--- src/rtl/flit_sink_monitor_pkg.sv ---
// Shared flit field layout, type codes and per-VC framing states for the sink monitor.
package flit_sink_monitor_pkg;

  localparam int unsigned DataWDef = 66;
  localparam int unsigned VchDef   = 2;
  localparam int unsigned CntWDef  = 32;
  localparam int unsigned TypeW    = 2;  // type field occupies the top TypeW bits of a flit

  typedef enum logic [1:0] {
    FtNone = 2'b00,
    FtHead = 2'b01,
    FtTail = 2'b10,
    FtData = 2'b11
  } flit_type_e;

  typedef enum logic {
    StIdle = 1'b0,
    StBody = 1'b1
  } vc_state_e;

  function automatic int unsigned vch_width(input int unsigned vch);
    return (vch > 1) ? $clog2(vch) : 1;
  endfunction

endpackage

--- src/rtl/flit_popcount.sv ---
// Combinational population count of a flit payload.
module flit_popcount
  import flit_sink_monitor_pkg::*;
#(
  parameter int unsigned DATAW = DataWDef,
  localparam int unsigned PayW = DATAW - TypeW,
  localparam int unsigned PcW  = $clog2(DATAW - 1)
) (
  input  logic [PayW-1:0] payload,
  output logic [PcW-1:0]  count
);

  always_comb begin
    count = '0;
    for (int i = 0; i < PayW; i++) begin
      count = count + PcW'(payload[i]);
    end
  end

endmodule

--- src/rtl/flit_sink_monitor.sv ---
// Router output-port sink: per-VC HEAD/DATA/TAIL framing checks, packet/flit/error statistics
// and payload toggle accumulation for switching-activity estimation.
module flit_sink_monitor
  import flit_sink_monitor_pkg::*;
#(
  parameter int unsigned DATAW = DataWDef,
  parameter int unsigned VCH   = VchDef,
  parameter int unsigned CNTW  = CntWDef,
  localparam int unsigned VCHW = vch_width(VCH)
) (
  input  logic             clk,
  input  logic             rst_,
  input  logic [DATAW-1:0] idata,
  input  logic             ivalid,
  input  logic [VCHW-1:0]  ivch,
  input  logic             en,
  input  logic             clr,
  output logic             pkt_done,
  output logic [VCHW-1:0]  pkt_vch,
  output logic [CNTW-1:0]  pkt_len,
  output logic [CNTW-1:0]  pkt_cnt,
  output logic [CNTW-1:0]  flit_cnt,
  output logic [CNTW-1:0]  tog_cnt,
  output logic [CNTW-1:0]  err_cnt,
  output logic             err_sticky
);

  localparam int unsigned PayW = DATAW - TypeW;
  localparam int unsigned PcW  = $clog2(DATAW - 1);
  localparam int unsigned SumW = CNTW + PcW;

  function automatic logic [CNTW-1:0] sat_inc(input logic [CNTW-1:0] a);
    return (&a) ? a : a + CNTW'(1);
  endfunction

  flit_type_e      ftype;
  logic [PayW-1:0] payload;
  logic [PayW-1:0] prev_q;
  logic [PcW-1:0]  pop;
  logic [SumW-1:0] tog_sum;
  logic [CNTW-1:0] tog_next;

  vc_state_e       state_q [VCH];
  vc_state_e       state_d [VCH];
  logic [CNTW-1:0] len_q   [VCH];
  logic [CNTW-1:0] len_d   [VCH];

  logic            flit_err;
  logic            done_d;
  logic [CNTW-1:0] done_len_d;

  assign ftype   = flit_type_e'(idata[DATAW-1 -: TypeW]);
  assign payload = idata[PayW-1:0];

  // Toggles measure wire activity, so the reference payload is shared by all VCs.
  flit_popcount #(
    .DATAW(DATAW)
  ) u_popcount (
    .payload(payload ^ prev_q),
    .count  (pop)
  );

  // Widened sum so a popcount wider than the counter still saturates correctly.
  assign tog_sum  = SumW'(tog_cnt) + SumW'(pop);
  assign tog_next = (|tog_sum[SumW-1:CNTW]) ? '1 : tog_sum[CNTW-1:0];

  always_comb begin
    state_d    = state_q;
    len_d      = len_q;
    flit_err   = 1'b0;
    done_d     = 1'b0;
    done_len_d = '0;
    if (ivalid) begin
      for (int v = 0; v < VCH; v++) begin
        if (VCHW'(v) == ivch) begin
          case (ftype)
            FtHead: begin
              flit_err   = (state_q[v] == StBody);
              state_d[v] = StBody;
              len_d[v]   = CNTW'(1);
            end
            FtData: begin
              if (state_q[v] == StBody) len_d[v] = sat_inc(len_q[v]);
              else                      flit_err = 1'b1;
            end
            FtTail: begin
              if (state_q[v] == StBody) begin
                state_d[v] = StIdle;
                len_d[v]   = '0;
                done_d     = 1'b1;
                done_len_d = sat_inc(len_q[v]);
              end else begin
                flit_err = 1'b1;
              end
            end
            default: flit_err = 1'b1;
          endcase
        end
      end
    end
  end

  always_ff @(posedge clk or negedge rst_) begin
    if (!rst_) begin
      for (int v = 0; v < VCH; v++) begin
        state_q[v] <= StIdle;
        len_q[v]   <= '0;
      end
      prev_q     <= '0;
      pkt_done   <= 1'b0;
      pkt_vch    <= '0;
      pkt_len    <= '0;
      pkt_cnt    <= '0;
      flit_cnt   <= '0;
      tog_cnt    <= '0;
      err_cnt    <= '0;
      err_sticky <= 1'b0;
    end else begin
      state_q  <= state_d;
      len_q    <= len_d;
      pkt_done <= done_d;
      if (ivalid)  prev_q <= payload;
      if (done_d) begin
        pkt_vch <= ivch;
        pkt_len <= done_len_d;
      end
      // clr wins over any increment landing in the same cycle.
      if (clr) begin
        pkt_cnt    <= '0;
        flit_cnt   <= '0;
        tog_cnt    <= '0;
        err_cnt    <= '0;
        err_sticky <= 1'b0;
      end else if (en && ivalid) begin
        flit_cnt <= sat_inc(flit_cnt);
        tog_cnt  <= tog_next;
        if (done_d) pkt_cnt <= sat_inc(pkt_cnt);
        if (flit_err) begin
          err_cnt    <= sat_inc(err_cnt);
          err_sticky <= 1'b1;
        end
      end
    end
  end

endmodule

--- config.mk ---
export PLATFORM = sky130hd
export DESIGN_NAME = flit_sink_monitor
export DESIGN_NICKNAME = d
export VERILOG_FILES = /design/src/rtl/flit_sink_monitor_pkg.sv /design/src/rtl/flit_popcount.sv /design/src/rtl/flit_sink_monitor.sv
export SDC_FILE = /design/constraint.sdc
export NUM_CORES = 1
export LEC_CHECK = 0
export CAP_MARGIN = 15
export CORE_MARGIN = 2
export CORE_UTILIZATION = 40
export DETAILED_ROUTE_END_ITERATION = 8
export GPL_ROUTABILITY_DRIVEN = 0
export GPL_TIMING_DRIVEN = 0
export SLEW_MARGIN = 25
export SYNTH_ARGS = -nofsm -noshare
export SYNTH_HDL_FRONTEND = slang
export SYNTH_SLANG_ARGS = --single-unit
export TNS_END_PERCENT = 1
--- constraint.sdc ---
create_clock -name clk -period 15.84 [get_ports clk]
set_input_delay 4.752 -clock clk [delete_from_list [all_inputs] [get_ports clk]]
set_output_delay 4.752 -clock clk [all_outputs]
set_load 0.05 [all_outputs]
==> results.tsv <==
stage	metric	value	unit
status	status	complete, no violations	
worst_setup_path	most frequent CP cell	fa_1	
synthesis	Post-Synth Adder-Cell Area	8.37	%
placed_design	HPWL after DPL	39.9	mm
route	initial DRC count	1354	
synthesis	Synth Cell Area	18100	µm²
synthesis	yosys warns	0	
worst_setup_path	crit-path max cell delay	0.56	ns
floorplan	Row Count	77	
synthesis	syn_nets	2028	
min_path	Worst Hold Class	flop to flop	
synthesis	mux contribution to synthesized area	5.31	%
synthesis	post-synth cell types	84	
synthesis	Yosys top cell area share	40.5	%
timing	Final setup viols	0	
worst_setup_path	Crit Path Category	input port to flop	
clock_network	Root Buffer	clkbuf_16	
synthesis	xor/xnor share of the synthesized area	9.68	%
worst_setup_path	largest delay contributor family on the critical path	adder cells	
clock_network	clock sinks	293	
clock_network	H-tree depth	2	
synthesis	Synth Area in Simple Gates	20.5	%
floorplan	Die Wd	217	µm
route	final wirelength	54.1	mm
finish	Fillers	4129	
worst_setup_path	r2r startpoint	prev_q[0]	
timing	RSZ-0062 raised after global routing	false	
floorplan	core footprint	44400	µm²
finish	post-route cell area	22500	µm²
grt	initial antenna violation count	4	
clock_network	Post-CTS Setup Inserts	0	
grt	via count of the first global-routing pass	15300	
synthesis	main combinational cell family by area after synthesis	simple AND/OR/NAND/NOR gates	
grt	largest net degree at the start of global routing	87	
clock_network	number of clock buffers inserted by TritonCTS	38	
grt	GR Overflow Total	0	
route	DR DRC count	0	
route	vias	15500	
timing	hold slack	0.493	ns
grt	overall routing resource usage	23.3	%
worst_setup_path	Crit. Startpoint	idata[0]	
timing	fmax	74.5	MHz
worst_setup_path	Worst path slowest cell	nor2_1	
worst_setup_path	kind of end point of the critical path	flop	
placed_design	placed cell area	21300	µm²
timing	clock skew	0.0218	ns
clock_network	# hold bufs at CTS	0	
worst_setup_path	number of cells on the critical path	25	
timing	Worst Setup Slack, final	2.41	ns
synthesis	main area contributors after synthesis	dfrtp_1, xnor2_1, fa_1	
clock_network	CTS tree	done	
min_path	Hold Path Cell Cnt	2	
synthesis	most frequent cell after synthesis	dfrtp_1	
clock_network	clock slew at reported path FFs	0.06	ns
floorplan	starting density of the core	40.7	%
route	antenna viol nets, final	0	
synthesis	Post-synth EDFFs	0	
synthesis	Mapped Avg Cell Area	9.68	µm²
min_path	worst min-delay path startpoint	pkt_len[19]	
synthesis	most common library cells after synthesis	dfrtp_1, nor2_1, nand2_1	
timing	count of final hold-check violations	0	
route	vias per inst	5.59	
worst_setup_path	crit-path max FO	8	
timing	Slew @ Worst Pin	0.999	ns
worst_setup_path	Worst Path Arrival	13.85	ns
finish	Area Overhead vs Synth	24.5	%
synthesis	Yosys reg bits	293	
synthesis	Compound-Gate Fraction of Synth Area	11.4	%
floorplan	Ports	235	
timing	final worst-path cycle share	84.8	%
worst_setup_path	Worst Setup Start Kind	input port	
route	routed len/inst	19.6	µm
worst_setup_path	CP Buf/Inv Count	3	
placed_design	DP Worst Slack	1.93	ns
synthesis	Main synth FF type	dfrtp_1	
clock_network	Worst-Skew Late Latency	0.56	ns
job	Max Cap Viol	0	
timing	fin. max-slew vios	0	
timing	relative slew slack	32.9	%
worst_setup_path	cell count of the worst reg-to-reg path	24	
placed_design	I/O Buffers	233	
synthesis	Gate Count Post-Synth	1868	
finish	nets@finish	2304	
timing	post-layout min period	13.43	ns
floorplan	Die ar.	46900	µm²
finish	fin util	50.7	%
clock_network	CTS resizes	0	
clock_network	clock buffer depth	3	
worst_setup_path	critical path required time	16.27	ns
synthesis	Async S/R FF share, synth	100	%
floorplan	chip height	217	µm
route	number of iterations in the first detailed-routing pass	5	
finish	layout cell share with drive strength beyond 1	8.99	%
synthesis	Seq/Total Area, Yosys	40.5	%
synthesis	Yosys top cell by area	dfrtp_1	
grt	first-pass GRT wire length	86.6	mm
cell type report:
| class | count | area, µm² | area share [%] |
|---|---|---|---|
| multi-input cells | 1398 | 10000 | 44.4 |
| flip-flops and latches | 293 | 7330 | 32.6 |
| repair buffers | 236 | 2420 | 10.7 |
| clock buffers | 55 | 1170 | 5.19 |
| well taps | 592 | 741 | 3.29 |
| plain buffers | 100 | 474 | 2.11 |
| inverters | 77 | 289 | 1.28 |
| clock inverters | 11 | 85.1 | 0.378 |
| diodes | 4 | 10.0 | 0.0445 |
flip-flops by register name, summed over array words and instances (netlist names), 2 cells and up:
| name | count |
|---|---|
| len_q | 64 |
| prev_q | 64 |
| err_cnt | 32 |
| flit_cnt | 32 |
| pkt_cnt | 32 |
| pkt_len | 32 |
| tog_cnt | 32 |
| state_q | 2 |
cells in the final DEF, fill, tap and decap left out, types with 13 or more instances in the layout:
cell	n
a31oi_1	22
ha_1	33
mux2_2	72
clkbuf_16	41
o31ai_1	17
and2_1	13
nand2_1	137
o21ai_0	90
nand4_1	56
and4_1	17
a22o_1	20
buf_2	15
nand3_1	99
and3_1	29
clkbuf_1	77
fa_1	55
nor4_1	37
dfrtp_1	293
or3_1	32
nor2_1	159
xnor2_1	131
inv_1	77
a21oi_1	53
xor2_1	69
mux2i_1	15
clkdlybuf4s50_1	232
nor3_1	81
metal layers:
layer | part of all wire, % | vias up | GRT usage [%]
met3 | 5.3 | 75 | 3.12
met2 | 47 | 447 | 37.2
li1 | - | 7249 | -
met4 | 2.3 | 0 | 7.19
met5 | 0 | - | 0
met1 | 46 | 7704 | 32.9
worst paths after layout:
kind / end / slack [ns]
worst min register to register: pkt_len[19] / 0.49
min in group asynchronous: tog_cnt[16] / 4.13
worst max-delay path: tog_cnt[9] / 2.41
max in group asynchronous: len_q[50] / 10.41
worst min-delay path: pkt_len[19] / 0.49
worst max register to register: tog_cnt[9] / 6.74
cell families after synthesis:
kind of cell | after synthesis
compound gates | 310
flops | 293
fa+ha+maj | 88
buf+inv | 177
mux | 87
xor+xnor | 200
simple gates | 713
worst register-to-register path, delay by kind of cell (launching register included):
family                     cells  cell delay, ns
xor gates and xnor gates       2            0.33
adders and majority gates     12            5.88
AOI/OAI and AO/OA              5            1.24
buffers and inverters          2            0.13
DFF                            1            0.38
and+or+nand+nor                3            1.05
metrics by stage:
step | std cells | TNS (ns)
finish | 2766 | 0
global route | 2764 | 0
CTS | 2762 | 0
detailed placement | 2696 | 0
global placement | 2693 | -1042.26
floorplan | 1868 | 0
Power is left out: the tool's default activity adds up to more than one toggle a clock period on the data nets, which glitch-free logic cannot reach.
